<file path="src/rtl/bnn_pkg.sv">
// rtl/bnn_pkg.sv - shared types and constants for the BNN UART receive path
//
// Contents:
//   OVERSAMPLE   samples per serial bit
//   rx_state_t   receive FSM state encoding
//   byte_t       one received byte
//   calc_div     clock divider for the oversample tick, rounded to nearest, at least 1
package bnn_pkg;

  localparam int OVERSAMPLE = 16;

  typedef enum logic [2:0] {
    ST_IDLE,
    ST_START,
    ST_DATA,
    ST_STOP,
    ST_WAIT_IDLE
  } rx_state_t;

  typedef logic [7:0] byte_t;

  function automatic int calc_div(input int clk_hz, input int baud);
    int d;
    d = (clk_hz + (baud * OVERSAMPLE) / 2) / (baud * OVERSAMPLE);
    return (d < 1) ? 1 : d;
  endfunction

endpackage

</file>
<file path="src/rtl/bnn_sync_fifo.sv">
// rtl/bnn_sync_fifo.sv - single-clock FIFO buffering received bytes
//
// Ports:
//   clk, rst            clock, asynchronous active-high reset
//   wr_en, wr_data      push request and data
//   rd_en               pop request (ignored while empty)
//   rd_data             head entry, zero while empty
//   full, empty, count  occupancy status
module bnn_sync_fifo #(
  parameter int WIDTH = 8,
  parameter int DEPTH = 8
) (
  input  logic                     clk,
  input  logic                     rst,
  input  logic                     wr_en,
  input  logic [WIDTH-1:0]         wr_data,
  input  logic                     rd_en,
  output logic [WIDTH-1:0]         rd_data,
  output logic                     full,
  output logic                     empty,
  output logic [$clog2(DEPTH):0]   count
);

  localparam int AW = $clog2(DEPTH);
  localparam int CW = AW + 1;

  logic [WIDTH-1:0] mem [DEPTH];
  logic [AW-1:0]    wr_ptr;
  logic [AW-1:0]    rd_ptr;
  logic             rd_fire;
  logic             wr_fire;

  assign full    = (count == CW'(DEPTH));
  assign empty   = (count == '0);
  assign rd_fire = rd_en && !empty;
  // A pop in the same cycle frees the slot, so a write into a full FIFO is still accepted.
  assign wr_fire = wr_en && (!full || rd_fire);
  assign rd_data = empty ? '0 : mem[rd_ptr];

  always_ff @(posedge clk) begin
    if (wr_fire) begin
      mem[wr_ptr] <= wr_data;
    end
  end

  // Pointers are AW bits wide and DEPTH is a power of two, so they wrap on their own.
  always_ff @(posedge clk or posedge rst) begin
    if (rst) begin
      wr_ptr <= '0;
      rd_ptr <= '0;
      count  <= '0;
    end else begin
      if (wr_fire) begin
        wr_ptr <= wr_ptr + AW'(1);
      end
      if (rd_fire) begin
        rd_ptr <= rd_ptr + AW'(1);
      end
      case ({wr_fire, rd_fire})
        2'b10:   count <= count + CW'(1);
        2'b01:   count <= count - CW'(1);
        default: count <= count;
      endcase
    end
  end

endmodule

</file>
<file path="src/rtl/bnn_uart_rx.sv">
// rtl/bnn_uart_rx.sv - 16x oversampled UART receiver with byte FIFO and CTS flow control
//
// Ports:
//   clk, rst      clock, asynchronous active-high reset
//   UART_Rx       serial line from host, idle high
//   UART_CTS      high = host may send, low = host must pause
//   rx_data       byte at FIFO head
//   rx_valid      FIFO non-empty
//   rx_ready      consumer accepts head byte when rx_valid is also high
//   frame_err     one-cycle pulse on a bad stop bit
//   overrun       one-cycle pulse when a good byte is dropped on a full FIFO
module bnn_uart_rx
  import bnn_pkg::*;
#(
  parameter int CLK_HZ     = 16_000_000,
  parameter int BAUD       = 115_200,
  parameter int FIFO_DEPTH = 8
) (
  input  logic       clk,
  input  logic       rst,
  input  logic       UART_Rx,
  output logic       UART_CTS,
  output logic [7:0] rx_data,
  output logic       rx_valid,
  input  logic       rx_ready,
  output logic       frame_err,
  output logic       overrun
);

  localparam int DIV   = calc_div(CLK_HZ, BAUD);
  localparam int DIV_W = $clog2(DIV + 1);
  localparam int CW    = $clog2(FIFO_DEPTH) + 1;

  localparam logic [DIV_W-1:0] DIV_LAST  = DIV_W'(DIV - 1);
  localparam logic [3:0]       TICK_MID  = 4'(OVERSAMPLE / 2 - 1);
  localparam logic [3:0]       TICK_LAST = 4'(OVERSAMPLE - 1);
  localparam logic [CW-1:0]    CTS_OFF   = CW'(FIFO_DEPTH - 2);
  localparam logic [CW-1:0]    CTS_ON    = CW'(FIFO_DEPTH - 4);

  logic             rx_s1, rx_s2, rx_prev;
  logic             line_fall;
  logic [DIV_W-1:0] div_cnt;
  logic             tick;
  logic             div_restart;

  rx_state_t        state, state_n;
  logic [3:0]       tick_cnt, tick_n;
  logic [2:0]       bit_idx, bit_n;
  byte_t            shift_q, shift_n;
  logic             fifo_wr;
  logic             ferr_n, ovr_n;

  logic             fifo_full, fifo_empty;
  logic [CW-1:0]    fifo_count;
  logic             rd_fire;

  // Synchronizer and edge-detect history reset to the idle level so reset release never looks like a start edge.
  always_ff @(posedge clk or posedge rst) begin
    if (rst) begin
      rx_s1   <= 1'b1;
      rx_s2   <= 1'b1;
      rx_prev <= 1'b1;
    end else begin
      rx_s1   <= UART_Rx;
      rx_s2   <= rx_s1;
      rx_prev <= rx_s2;
    end
  end

  assign line_fall = rx_prev && !rx_s2;

  // Oversample divider; restarting on the start edge aligns sample points to the frame.
  assign tick = (div_cnt == DIV_LAST);

  always_ff @(posedge clk or posedge rst) begin
    if (rst) begin
      div_cnt <= '0;
    end else if (div_restart || tick) begin
      div_cnt <= '0;
    end else begin
      div_cnt <= div_cnt + DIV_W'(1);
    end
  end

  assign rx_valid = !fifo_empty;
  assign rd_fire  = rx_ready && !fifo_empty;

  always_ff @(posedge clk or posedge rst) begin
    if (rst) begin
      state     <= ST_IDLE;
      tick_cnt  <= '0;
      bit_idx   <= '0;
      shift_q   <= '0;
      frame_err <= 1'b0;
      overrun   <= 1'b0;
    end else begin
      state     <= state_n;
      tick_cnt  <= tick_n;
      bit_idx   <= bit_n;
      shift_q   <= shift_n;
      frame_err <= ferr_n;
      overrun   <= ovr_n;
    end
  end

  always_comb begin
    state_n     = state;
    tick_n      = tick_cnt;
    bit_n       = bit_idx;
    shift_n     = shift_q;
    fifo_wr     = 1'b0;
    ferr_n      = 1'b0;
    ovr_n       = 1'b0;
    div_restart = 1'b0;

    case (state)
      ST_IDLE: begin
        if (line_fall) begin
          state_n     = ST_START;
          tick_n      = '0;
          div_restart = 1'b1;
        end
      end

      ST_START: begin
        if (tick) begin
          if (tick_cnt == TICK_MID) begin
            tick_n = '0;
            if (!rx_s2) begin
              state_n = ST_DATA;
              bit_n   = '0;
            end else begin
              state_n = ST_IDLE;
            end
          end else begin
            tick_n = tick_cnt + 4'd1;
          end
        end
      end

      // From here the 4-bit tick counter wraps every 16 ticks, landing on each bit mid-point.
      ST_DATA: begin
        if (tick) begin
          tick_n = tick_cnt + 4'd1;
          if (tick_cnt == TICK_LAST) begin
            shift_n = {rx_s2, shift_q[7:1]};
            if (bit_idx == 3'd7) begin
              state_n = ST_STOP;
            end else begin
              bit_n = bit_idx + 3'd1;
            end
          end
        end
      end

      ST_STOP: begin
        if (tick) begin
          tick_n = tick_cnt + 4'd1;
          if (tick_cnt == TICK_LAST) begin
            if (rx_s2) begin
              state_n = ST_IDLE;
              if (!fifo_full || rd_fire) begin
                fifo_wr = 1'b1;
              end else begin
                ovr_n = 1'b1;
              end
            end else begin
              state_n = ST_WAIT_IDLE;
              ferr_n  = 1'b1;
            end
          end
        end
      end

      // Hold here through a break so a long low line yields a single frame error.
      ST_WAIT_IDLE: begin
        if (rx_s2) begin
          state_n = ST_IDLE;
        end
      end

      default: begin
        state_n = ST_IDLE;
      end
    endcase
  end

  bnn_sync_fifo #(
    .WIDTH (8),
    .DEPTH (FIFO_DEPTH)
  ) u_fifo (
    .clk     (clk),
    .rst     (rst),
    .wr_en   (fifo_wr),
    .wr_data (shift_q),
    .rd_en   (rx_ready),
    .rd_data (rx_data),
    .full    (fifo_full),
    .empty   (fifo_empty),
    .count   (fifo_count)
  );

  // CTS hysteresis: drop near full, re-raise only once well drained.
  always_ff @(posedge clk or posedge rst) begin
    if (rst) begin
      UART_CTS <= 1'b1;
    end else if (fifo_count >= CTS_OFF) begin
      UART_CTS <= 1'b0;
    end else if (fifo_count <= CTS_ON) begin
      UART_CTS <= 1'b1;
    end
  end

endmodule

</file>
<file path="config.mk">
export PLATFORM = sky130hd
export DESIGN_NAME = bnn_uart_rx
export DESIGN_NICKNAME = d
export VERILOG_FILES = /design/src/rtl/bnn_pkg.sv /design/src/rtl/bnn_sync_fifo.sv /design/src/rtl/bnn_uart_rx.sv
export SDC_FILE = /design/constraint.sdc
export NUM_CORES = 1
export LEC_CHECK = 0
export ABC_AREA = 1
export CELL_PAD_IN_SITES_DETAIL_PLACEMENT = 0
export CELL_PAD_IN_SITES_GLOBAL_PLACEMENT = 2
export CORE_ASPECT_RATIO = 1.2
export CORE_MARGIN = 3
export CORE_UTILIZATION = 43
export DETAILED_ROUTE_END_ITERATION = 8
export PLACE_DENSITY_LB_ADDON = 0.1
export SYNTH_ARGS = -nofsm -noshare
export SYNTH_HDL_FRONTEND = slang
export SYNTH_SLANG_ARGS = --single-unit
</file>
<file path="constraint.sdc">
create_clock -name clk -period 4.1 [get_ports clk]
set_input_delay 0.615 -clock clk [delete_from_list [all_inputs] [get_ports clk]]
set_output_delay 0.615 -clock clk [all_outputs]
set_load 0.02 [all_outputs]
</file>
# Word-level counts from Yosys, hierarchy flattened

Memories as Yosys holds them, arrays and structs flattened.
Index checks and enable logic that the tools add are counted.

Bits in read-only memories: 0
Logic and storage cells: 113
Bits in writable memories: 64
Latch bits: 0
Output and inout port bits: 12
Memories kept: 1
Bits in registers: 38

Equality and inequality tests: 23
Add/sub/neg operators: 7
$mul: 0
Bitwise logic cells: 0
Divide/modulo/power cells: 0
Order comparisons: 2
Reduce and logical (&&, ||, !) cells: 19
Shift-type cells: 0
Muxes and demuxes: 47

Memories:

| name       | words | bits a word | rd ports | clocked after Yosys merged registers in | write ports | RTL line            | source |
|---|---|---|---|---|---|---|---|
| u_fifo.mem | 8     | 8           | 1        | 0                                       | 1           | bnn_sync_fifo.sv:27 | `logic [WIDTH-1:0] mem [DEPTH];` |

Operators by type and width:

| kind                | count |
|---|---|
| $mux 3              | 16 |
| $ne 2x2->1 const B  | 11 |
| $mux 1              | 20 |
| $mux 4              | 5 |
| $pmux 3 s5          | 1 |
| $add 4x1->4 const B | 3 |
| $eq 4x4->1 const B  | 3 |
| $pmux 4 s3          | 1 |
| $add 3x1->3 const B | 3 |
| $reduce_and 9->1    | 1 |
| $mux 8              | 1 |
| $pmux 4 s2          | 1 |
| $reduce_and 7->1    | 1 |
| $eq 3x2->1 const B  | 2 |
| $eq 3x3->1 const B  | 2 |
| $pmux 3 s2          | 1 |
| $reduce_bool 2->1   | 3 |
| $eq 4x3->1 const B  | 1 |
| $ge 4x3->1 const B  | 1 |
| $le 4x3->1 const B  | 1 |
| $logic_not 4->1     | 1 |
| $reduce_and 4->1    | 1 |
| $sub 4x1->4 const B | 1 |
| $eq 3x1->1 const B  | 1 |
| 11 further kinds    | 16 |

# Longest topological paths before layout

Gate-level depths: netlist of the first run.

Word-level depth: 12
Mapped depth: 17
Depth with buffers taken out: 16

# Cells and area by module

From an unflattened synthesis of the first run, not the netlist that was laid out.

Cell total of the unflattened synthesis: 461
Area, all modules: 4788.3 um^2

Modules (own cells, without submodules):

| module        | instances | area each (um^2) | sequential area each (um^2) | cells an instance |
|---|---|---|---|---|
| bnn_sync_fifo | 1         | 3208.1           | 2172.1                      | 273 |
| bnn_uart_rx   | 1         | 1580.3           | 705.7                       | 188 |

# Worst setup path before layout of the first run

Ideal clock, no wire load.

Kind: register to register
From: register div_cnt[0]
To: register u_fifo.count[2]
Required time: 4.017 ns
Library setup time: 0.083 ns
Slack: 1.858 ns
Arrival: 2.159 ns
Stages on the path, launching flop included: 17
Period minus slack after synthesis: 2.242 ns
Cells stage by stage: dfrtp_1 -> inv_1 -> ha_1 -> nand3_1 -> nor2_1 -> buf_4 -> nand2_1 -> inv_2 -> nand2_1 -> ha_1 -> nand2_1 -> inv_1 -> nor2_1 -> ha_1 -> a21oi_1 -> xor2_1 -> o21ai_0

Cells in the longest elaborated chain, start to end: 6
Elaborated cells on any way between the ends: 8

RTL lines:

| element                                         | RTL line            | source |
|---|---|---|
| from (decl)                                     | bnn_uart_rx.sv:42   | `logic [DIV_W-1:0] div_cnt;` |
| from (signal assigned)                          | bnn_uart_rx.sv:81   | `div_cnt <= div_cnt + DIV_W'(1);` |
| $eq 4x4->1 (*)                                  | bnn_uart_rx.sv:73   | `assign tick = (div_cnt == DIV_LAST);` |
| $mux 1 (*)                                      | bnn_uart_rx.sv:157  | `if (tick) begin` |
| $mux 1 (*)                                      | bnn_uart_rx.sv:116  | `case (state)` |
| $logic_and 1x1->1 (*)                           | bnn_sync_fifo.sv:37 | `assign wr_fire = wr_en && (!full \|\| rd_fire);` |
| $eq 2x1->1 or $eq 2x2->1 (tied branches)        | bnn_sync_fifo.sv:59 | `case ({wr_fire, rd_fire})` |
| $pmux 4 s2 or $reduce_bool 2->1 (tied branches) | n/a                 |  |
| to (signal assigned)                            | bnn_sync_fifo.sv:60 | `2'b10: count <= count + CW'(1);` |
| to (signal assigned)                            | bnn_sync_fifo.sv:61 | `2'b01: count <= count - CW'(1);` |
| to (signal assigned)                            | bnn_sync_fifo.sv:62 | `default: count <= count;` |
| to (decl)                                       | bnn_sync_fifo.sv:21 | `output logic [$clog2(DEPTH):0] count` |

Every way passes the cells marked *; elsewhere a longest branch is shown, timed or not.
A chain may end at the register's enable or synchronous reset.

# Worst setup path in the final report of the first run

From: register u_fifo.rd_ptr[0]
To: output rx_data[1]

Cells in the longest elaborated chain, start to end: 2

RTL lines:

| element                | RTL line            | source |
|---|---|---|
| from (decl)            | bnn_sync_fifo.sv:29 | `logic [AW-1:0] rd_ptr;` |
| from (signal assigned) | bnn_sync_fifo.sv:57 | `rd_ptr <= rd_ptr + AW'(1);` |
| $mem_v2 8x8            | n/a                 |  |
| $mux 8                 | bnn_sync_fifo.sv:38 | `assign rd_data = empty ? '0 : mem[rd_ptr];` |
| to (decl)              | bnn_uart_rx.sv:23   | `output logic [7:0] rx_data,` |

No other way between the ends.

==> results of run 1 <==
-- synth_stat cells --
cell / n
a211o_1: 1
a21oi_1: 2
a21oi_4: 1
and3_2: 1
buf_1: 2
buf_2: 4
buf_4: 1
clkbuf_1: 5
dfrtp_1: 34
dfstp_2: 4
edfxtp_1: 64
ha_1: 10
inv_1: 28
inv_2: 4
inv_4: 1
nand2_1: 70
nand2_2: 6
nand2_4: 1
nand3_1: 29
nand3_2: 1
nand4_1: 4
nor2_1: 92
nor2_2: 5
nor2_4: 1
nor2_8: 1
nor4_1: 1
o21ai_0: 61
o21ai_1: 3
o21ai_2: 1
xnor2_1: 2
xor2_1: 5
-- cell type report --
type,count,area [sq um],area share
inverters,33,126,0.0247
clock buffers,9,225,0.0441
flip-flops and latches,102,2880,0.563
multi-input cells,298,1460,0.286
clock inverters,7,65.1,0.0127
well taps,126,158,0.0308
repair buffers,21,195,0.0382
-- cell usage in the layout (no fill, tap or decap), drive strengths merged, types with 2 or more instances in the layout --
master	netlist	layout
a21oi	3	3
buf	7	6
clkbuf	5	9
clkdlybuf4s50	0	15
clkinv	0	3
dfrtp	34	34
dfstp	4	4
edfxtp	64	64
ha	10	10
inv	33	36
nand2	77	77
nand3	30	30
nand4	4	4
nor2	99	99
o21ai	65	65
xnor2	2	2
xor2	5	5
-- sequential cells by signal, indices dropped and copies added (netlist names) --
name and cells:
u_fifo.mem 64, u_fifo.count 4, rx_s1 1, frame_err 1, rx_prev 1, shift_q 8, overrun 1, rx_s2 1
div_cnt 4, u_fifo.wr_ptr 3, tick_cnt 4, u_fifo.rd_ptr 3, bit_idx 3, state 3, UART_CTS 1
-- worst max-delay path, cell delays in order, from the launching register on --
cell and delay (ns):
dfrtp_1 0.38, inv_1 0.68, o21ai_0 0.26, o21ai_1 0.14
nor2_1 0.06, nor2_1 0.12, clkdlybuf4s50_1 0.61
-- how the worst max path moves through the flow --
stage	from	end	slack [ns]	depth (start not counted)
floorplan	div_cnt[0]	u_fifo.count[2]	1.86	16
global placement	rx_ready	u_fifo.mem[6][7]	1.27	6
detailed placement	u_fifo.rd_ptr[0]	rx_data[0]	1.24	6
CTS	u_fifo.rd_ptr[0]	rx_data[1]	0.87	6
global route	u_fifo.rd_ptr[0]	rx_data[7]	0.68	6
finish	u_fifo.rd_ptr[0]	rx_data[1]	0.90	6
-- cell families after synthesis --
family                   Yosys count  synth area share
AO/OA/AOI/OAI                     69            0.0805
XOR/XNOR                           7            0.0136
adder cells (fa/ha/maj)           10            0.0277
buffers and inverters             45            0.0398
flip-flops                       102             0.636
AND/OR/NAND/NOR                  212             0.202
-- metrics by stage --
| stage | hold WS [ns] | util |
|---|---|---|
| after floorplan | 0.345 | - |
| after global placement | 0.347 | 0.475 |
| after detailed placement | 0.353 | 0.475 |
| after CTS | 0.363 | 0.503 |
| after global routing | 0.364 | 0.503 |
| final | 0.361 | 0.503 |
-- power by group through the flow --
| stage | clock network (mW) | registers [mW] | logic, mW |
|---|---|---|---|
| after floorplan | 0 | 1.26 | 0.918 |
| after global routing | 0.874 | 1.32 | 1.45 |
| after detailed placement | 0 | 1.32 | 1.28 |
| after global placement | 0 | 1.32 | 1.27 |
| after CTS | 0.839 | 1.30 | 1.28 |
| final | 0.814 | 1.29 | 1.26 |
-- metal layers --
| layer | GRT usage | wire [um] | vias to the layer above |
|---|---|---|---|
| li1 | - | - | 1534 |
| met1 | 0.212 | 4110 | 1431 |
| met2 | 0.280 | 4490 | 40 |
| met3 | 0.0177 | 224 | 12 |
| met4 | 0.0640 | 155 | 0 |
| met5 | 0 | 0 | - |
==> flow_metrics.env, run 1 <==
export IMPL_area_delta_synth_final_pct=13.0
export IMPL_postCtsHoldBufs=0
export IMPL_max_slew_worst_pin_slew_ns=1.00
export IMPL_cts_resized_gates=0
export IMPL_hpwl_um=6170
export IMPL_total_power_mw=3.36
export IMPL_dp_slack_ns=1.24
export IMPL_port_buffer_count=15
export IMPL_p_clk_frac=0.242
export IMPL_syn_area_per_cell_sq_um=10.2
export IMPL_die_w_um=99.6
export IMPL_swShare=0.381
export IMPL_routedWlPerCell_um=15.1
export IMPL_setup_viol=0
export IMPL_cts_sinks=102
export IMPL_synth_area_sq_um=4520
export IMPL_powerDensity_nw_per_um2=658
export IMPL_die_y_um=118
export IMPL_ant_nets=0
export IMPL_period_needed_ns=3.20
export IMPL_first_pass_iters=4
export IMPL_hold_violations=0
export IMPL_syn_inst=445
export IMPL_cp_arrival_ns=2.59
export IMPL_cts_htree_levels=3
export IMPL_die_area_sq_um=11800
export IMPL_antenna_found_initial=0
export IMPL_worst_slack_ns=0.897
export IMPL_crit_path_end_kind="output port"
export IMPL_synth_top_cell_by_area="edfxtp_1"
export IMPL_nNetsFinal=479
export IMPL_r2r_setup_slack_ns=1.55
export IMPL_outcome="finished clean"
export IMPL_diodes=0
export IMPL_vias_per_cell=5.06
export IMPL_cap_violations=0
export IMPL_ys_seq_area_frac=0.636
export IMPL_crit_fanout=33
export IMPL_tns_ns=0
export IMPL_place_congestion=0.736
export IMPL_p_int_mw=2.08
export IMPL_synth_top_area_share=0.425
export IMPL_drtIter0Drc=160
export IMPL_grt_max_degree=39
export IMPL_p_leak_nw=2.17
export IMPL_grt_pass1_vias=2939
export IMPL_rsz0062_at_grt="false"
export IMPL_synth_area_top_cells="edfxtp_1 (43%), dfrtp_1 (19%), nor2_1 (7.6%)"
export IMPL_vias=3017
export IMPL_cts_tree="done"
export IMPL_vdd_drop_max_uv=281
export IMPL_clock_skew_final_ns=0.00604
export IMPL_synth_seq_cells=102
export IMPL_cts_buffer_depth=2
export IMPL_cp_data_required_time_ns=3.48
export IMPL_worstSetupPathType="register to output port"
export IMPL_track_usage=0.164
export IMPL_grt_pass1_wl_um=15000
export IMPL_drc=0
export IMPL_boundaryPins=16
export IMPL_dp_cells=580
export IMPL_numCtsBuffers=9
export IMPL_finalInstanceArea_sq_um=5110
export IMPL_power_share_sequential=0.385
export IMPL_drt_total_wl_um=8980
export IMPL_final_cells=596
export IMPL_min_to="rx_s2"
export IMPL_rows=40
export IMPL_synth_cell_types=31
export IMPL_critical_path_startpoint_type="register"
export IMPL_post_cts_buffers=0
export IMPL_holdPathStages=0
export IMPL_ys_warn_count=0
export IMPL_clk_pin_slew_worst_paths_ns=0.07
export IMPL_max_clock_freq_mhz=312
export IMPL_grt_ovfl_total=0
export IMPL_initial_core_util=0.445
export IMPL_coreArea_sq_um=10200
export IMPL_hp_class="register to register"
export IMPL_relSlewSlack=0.331
export IMPL_dpl_instance_area_sq_um=4820
export IMPL_r2r_start="div_cnt[0]"
export IMPL_pwr_share_comb=0.373
export IMPL_drive_above_1_share=0.104
export IMPL_syn_num_nets=459
export IMPL_r2r_cells=8
export IMPL_maxSlewViolCount=0
export IMPL_clkLatencyLatePin_ns=0.34
export IMPL_period_share=0.781
export IMPL_cts_root_buf="clkbuf_16"
export IMPL_n_fill_cell=949
export IMPL_holdCritStartpoint="rx_s1"
export IMPL_reg2reg_to="u_fifo.mem[6][3]"
export IMPL_p_sw_mw=1.28
Note: power is estimated with default switching activity, not from simulation.
==> run 2, diff against run 1 <==
--- a/config.mk
+++ b/config.mk
@@ -10,7 +10,7 @@
 export CELL_PAD_IN_SITES_GLOBAL_PLACEMENT = 2
 export CORE_ASPECT_RATIO = 1.2
 export CORE_MARGIN = 3
-export CORE_UTILIZATION = 43
+export CORE_UTILIZATION = 36
 export DETAILED_ROUTE_END_ITERATION = 8
 export PLACE_DENSITY_LB_ADDON = 0.1
 export SYNTH_ARGS = -nofsm -noshare
==> constraint.sdc (replaced) <==
create_clock -name clk -period 2.85 [get_ports clk]
set_input_delay 0.4275 -clock clk [delete_from_list [all_inputs] [get_ports clk]]
set_output_delay 0.4275 -clock clk [all_outputs]
set_load 0.02 [all_outputs]
==> run 2 against run 1 <==
Sequential share of layout area shrank 1.5 points. Register-to-register slack lost 1.1 ns. Non-clock buffer count grew 9. First-iteration DRC count grew 8.1%. Sequential power grew 40%. Combinational power grew 56%. Critical path depth grew 1. Final cell count grew 7.4%. Via count grew 1.4%. Largest cell class unchanged. Clock-buffer cell count is the same. Design area grew 2.8%. Clock skew is essentially flat.
==> flow_metrics.env, run 2 (synthesis results as in run 1) <==
export IMPL_outcome="finished clean"
export IMPL_grt_max_degree=39
export IMPL_largest_register="u_fifo.mem"
export IMPL_slowest_delay_ns=0.64
export IMPL_path_depth=7
export IMPL_maxSlewViolCount=0
export IMPL_track_usage=0.149
export IMPL_place_congestion=0.739
export IMPL_r2r_cells=14
export IMPL_drc=0
export IMPL_mostFrequentLayoutCell="nor2_1"
export IMPL_finalCoreUtilization=0.432
export IMPL_ant_nets=0
export IMPL_grt_ovfl_total=0
export IMPL_cts_root_buf="clkbuf_16"
export IMPL_n_fill_cell=1215
export IMPL_numCtsBuffers=9
export IMPL_routedWlPerCell_um=14.9
export IMPL_largest_reg_flops=64
export IMPL_nNetsFinal=488
export IMPL_clock_skew_final_ns=0.00608
export IMPL_path_cells="inv_1 > buf_12 > nor2_1 > o21ai_1 > nor2_1 > nor2_1 > clkdlybuf4s50_1"
export IMPL_die_area_sq_um=13900
export IMPL_drt_total_wl_um=9520
export IMPL_hold_violations=0
export IMPL_port_buffer_count=15
export IMPL_tns_ns=0
export IMPL_diodes=0
export IMPL_antenna_found_initial=0
export IMPL_cts_tree="done"
export IMPL_total_power_mw=4.95
export IMPL_holdPathStages=0
export IMPL_critical_path_startpoint_type="register"
export IMPL_crit_buf_inv=3
export IMPL_cts_htree_levels=3
export IMPL_hpwl_um=6340
export IMPL_relSlewSlack=0.644
export IMPL_rsz0062_at_grt="false"
export IMPL_first_pass_iters=4
export IMPL_coreArea_sq_um=12200
export IMPL_rows=44
export IMPL_cp_data_required_time_ns=2.42
export IMPL_die_y_um=129
export IMPL_vias=3059
export IMPL_clk_pin_slew_worst_paths_ns=0.07
export IMPL_grt_pass1_wl_um=15600
export IMPL_sequential_cell_area_sq_um=2880
export IMPL_drtIter0Drc=173
export IMPL_crit_path_end_kind="output port"
export IMPL_top_regs="u_fifo.mem: 64 flops, shift_q: 8 flops"
export IMPL_dp_cells=624
export IMPL_period_share=0.926
export IMPL_cp_arrival_ns=2.21
export IMPL_vdd_drop_max_uv=404
export IMPL_boundaryPins=16
export IMPL_layout_common_cells="nor2_1 (92), nand2_1 (70), edfxtp_1 (64), o21ai_0 (61), dfrtp_1 (34)"
export IMPL_slowest_stage="clkdlybuf4s50_1"
export IMPL_final_cells=640
export IMPL_setup_viol=0
export IMPL_period_needed_ns=2.64
export IMPL_cts_buffer_depth=2
export IMPL_cap_violations=0
export IMPL_worstSetupPathType="register to output port"
export IMPL_hp_class="register to register"
export IMPL_cts_sinks=102
export IMPL_crit_top_cell="nor2_1"
export IMPL_cpLargestDelayFamily="buffers and inverters"
export IMPL_cts_resized_gates=0
export IMPL_grt_pass1_vias=2914
export IMPL_max_clock_freq_mhz=379
export IMPL_vias_per_cell=4.78
export IMPL_multiInputGateArea_sq_um=1460
export IMPL_max_slew_worst_pin_slew_ns=0.528
export IMPL_area_delta_synth_final_pct=16.2
export IMPL_crit_fanout=33
export IMPL_drive_above_1_share=0.121
export IMPL_p_leak_nw=2.23
export IMPL_post_cts_buffers=0
export IMPL_die_w_um=108
export IMPL_powerDensity_nw_per_um2=942
export IMPL_postCtsHoldBufs=0
export IMPL_clkLatencyLatePin_ns=0.34
export IMPL_initial_core_util=0.372
run 2: cell types whose count changed in the layout (fill, tap and decap cells not counted), sizes merged:
cell,delta
buf,+9
clkinvlp,+1
inv,-1
run 2: worst paths after layout:
path	startpoint	end	slack (ns)
max	u_fifo.rd_ptr[0]	rx_data[1]	0.21
min	rx_s1	rx_s2	0.36
max reg2reg	tick_cnt[1]	u_fifo.count[2]	0.48
min reg2reg	rx_s1	rx_s2	0.36
max in group asynchronous	rst	UART_CTS	1.98
min in group asynchronous	rst	div_cnt[1]	0.51
run 2: area by class of cell:
cell class / count / area share
Multi-Input combinational cell: 298 / 0.279
Timing Repair Buffer: 30 / 0.0572
Sequential cell: 102 / 0.548
Inverter: 33 / 0.0241
Clock inverter: 7 / 0.0110
Clock buffer: 9 / 0.0429
Tap cell: 161 / 0.0384
run 2: stage by stage:
step	worst slack, ns	hold slack (ns)	instance area, sq um
2_1_floorplan	0.608	0.345	4520
5_1_grt	0.0462	0.361	5250
3_3_place_gp	0.443	0.346	4970
4_1_cts	0.163	0.358	5250
3_5_place_dp	0.405	0.347	4970
6_report	0.210	0.357	5250
run 2: power breakdown:
group / switching [mW] / internal (mW) / leakage [nW] / total [mW]
combinational: 1.21 / 0.765 / 0.948 / 1.97
clock: 0.560 / 0.603 / 0.134 / 1.16
sequential: 0.121 / 1.69 / 1.15 / 1.81
run 2: metal layers:
metal | share of wire | global-route usage | wire (um) | vias to the layer above
met5 | 0 | 0 | 0 | -
met4 | 0.017 | 0.0602 | 163 | 0
met3 | 0.024 | 0.0221 | 226 | 12
met2 | 0.51 | 0.255 | 4870 | 34
met1 | 0.45 | 0.188 | 4260 | 1466
li1 | - | - | - | 1547
==> run 3, diff against run 2 <==
--- a/config.mk
+++ b/config.mk
@@ -12,6 +12,7 @@
 export CORE_MARGIN = 3
 export CORE_UTILIZATION = 36
 export DETAILED_ROUTE_END_ITERATION = 8
+export GPL_TIMING_DRIVEN = 0
 export PLACE_DENSITY_LB_ADDON = 0.1
 export SYNTH_ARGS = -nofsm -noshare
 export SYNTH_HDL_FRONTEND = slang
==> run 3 against run 2 <==
Register-to-register slack got worse by 0.14 ns. Die area unchanged. Critical endpoint is now rx_data[2]. First-iteration DRC count shrank 6.9%. Largest cell class unchanged. Sequential cell count did not move. Sequential power up 2%. Design area is 0.67% lower. Fmax fell by 1.5%. Global-route usage rose by 0.46 points. Worst hold slack worse by 0.0011 ns. Clock skew about the same. Total power increased by 0.78%. Critical path depth stayed put.
==> flow_metrics.env, run 3 (synthesis results as in run 1) <==
export IMPL_coreArea_sq_um=12200
export IMPL_grt_ovfl_total=0
export IMPL_port_buffer_count=15
export IMPL_area_delta_synth_final_pct=15.4
export IMPL_cts_root_buf="clkbuf_16"
export IMPL_cts_htree_levels=3
export IMPL_cts_tree="done"
export IMPL_relSlewSlack=0.401
export IMPL_cap_violations=0
export IMPL_clock_skew_final_ns=0.00605
export IMPL_outcome="finished clean"
export IMPL_dp_cells=621
export IMPL_dr_wl_met2_um=5030
export IMPL_vdd_drop_max_uv=431
export IMPL_cp_arrival_ns=2.25
export IMPL_clk_pin_slew_worst_paths_ns=0.07
export IMPL_powerDensity_nw_per_um2=956
export IMPL_numCtsBuffers=9
export IMPL_setup_viol=0
export IMPL_mostFrequentLayoutCell="nor2_1"
export IMPL_wl_met3_um=276
export IMPL_period_share=0.940
export IMPL_drive_above_1_share=0.124
export IMPL_drtIter0Drc=161
export IMPL_clkLatencyLatePin_ns=0.34
export IMPL_vias=3079
export IMPL_layout_common_cells="nor2_1 (90), nand2_1 (70), edfxtp_1 (64), o21ai_0 (59), dfrtp_1 (33)"
export IMPL_die_w_um=108
export IMPL_worstSetupPathType="register to output port"
export IMPL_final_cells=636
export IMPL_met1_length_um=4550
export IMPL_crit_fanout=10
export IMPL_postCtsHoldBufs=0
export IMPL_rows=44
export IMPL_hp_class="register to register"
export IMPL_dp_slack_ns=0.0897
export IMPL_antenna_found_initial=0
export IMPL_drt_total_wl_um=10000
export IMPL_routed_top_layer="met4"
export IMPL_worst_slack_ns=0.170
export IMPL_boundaryPins=16
export IMPL_critical_path_startpoint_type="register"
export IMPL_p_leak_nw=2.27
export IMPL_die_y_um=129
export IMPL_finalCoreUtilization=0.429
export IMPL_grt_pass1_wl_um=16000
export IMPL_initial_core_util=0.372
export IMPL_total_power_mw=4.99
export IMPL_cts_sinks=102
export IMPL_routedWlPerCell_um=15.7
export IMPL_hpwl_um=6770
export IMPL_top_regs="u_fifo.mem: 64 flops, shift_q: 8 flops"
export IMPL_post_cts_buffers=0
export IMPL_nNetsFinal=484
export IMPL_max_clock_freq_mhz=373
export IMPL_cts_buffer_depth=2
export IMPL_place_congestion=0.734
export IMPL_largest_reg_flops=64
export IMPL_maxSlewViolCount=0
export IMPL_diodes=0
export IMPL_vias_per_cell=4.84
export IMPL_hold_violations=0
export IMPL_tns_ns=0
export IMPL_grt_max_degree=39
export IMPL_rsz0062_at_grt="false"
export IMPL_drc=0
export IMPL_cp_data_required_time_ns=2.42
export IMPL_grt_pass1_vias=3011
export IMPL_die_area_sq_um=13900
export IMPL_track_usage=0.153
export IMPL_crit_path_end_kind="output port"
export IMPL_max_slew_worst_pin_slew_ns=0.895
export IMPL_first_pass_iters=4
export IMPL_period_needed_ns=2.68
export IMPL_cts_resized_gates=11
export IMPL_ant_nets=0
export IMPL_largest_register="u_fifo.mem"
-- run 3: power by group --
group          internal, mW  switching (mW)
logic                 0.714            1.23
clock network         0.667           0.531
registers              1.69           0.155
total                  3.07            1.92
-- run 3: area by class of cell --
type	count	area (sq um)
buffer	11	70.1
clock buffer	11	264
clock inverter	5	30.0
fill	1181	6950
inverter	33	126
multi-input combinational	298	1480
sequential	102	2880
tap	161	201
timing repair buffer	15	168
-- run 3: through the flow --
| stage | hold slack [ns] | area (sq um) |
|---|---|---|
| finish | 0.356 | 5220 |
| global route | 0.361 | 5220 |
| CTS | 0.357 | 5180 |
| detailed placement | 0.347 | 4870 |
| global placement | 0.345 | 4870 |
| floorplan | 0.345 | 4520 |
-- run 3: final timing paths --
check / slack, ns / to / depth (start not counted) / start
max: 0.17 / rx_data[2] / 7 / u_fifo.rd_ptr[1]
max in group asynchronous: 1.71 / u_fifo.rd_ptr[0] / 2 / rst
min: 0.36 / rx_s2 / 0 / rx_s1
min reg2reg: 0.36 / rx_s2 / 0 / rx_s1
max reg2reg: 0.34 / u_fifo.count[2] / 15 / div_cnt[0]
min in group asynchronous: 0.57 / u_fifo.count[0] / 2 / rst
-- run 3: worst max-delay path, cell delays in order, from the launching register on --
cell and delay [ns]:
dfrtp_1 0.50, buf_2 0.33, nor2_1 0.08, o21ai_0 0.10
o21ai_0 0.13, o21ai_0 0.18, nor2_1 0.05, clkdlybuf4s50_1 0.53
-- run 3: per-layer routing --
metal / vias up / track usage
li1: 1545 / -
met1: 1492 / 0.190
met2: 32 / 0.265
met3: 10 / 0.0341
met4: 0 / 0.0513
met5: - / 0
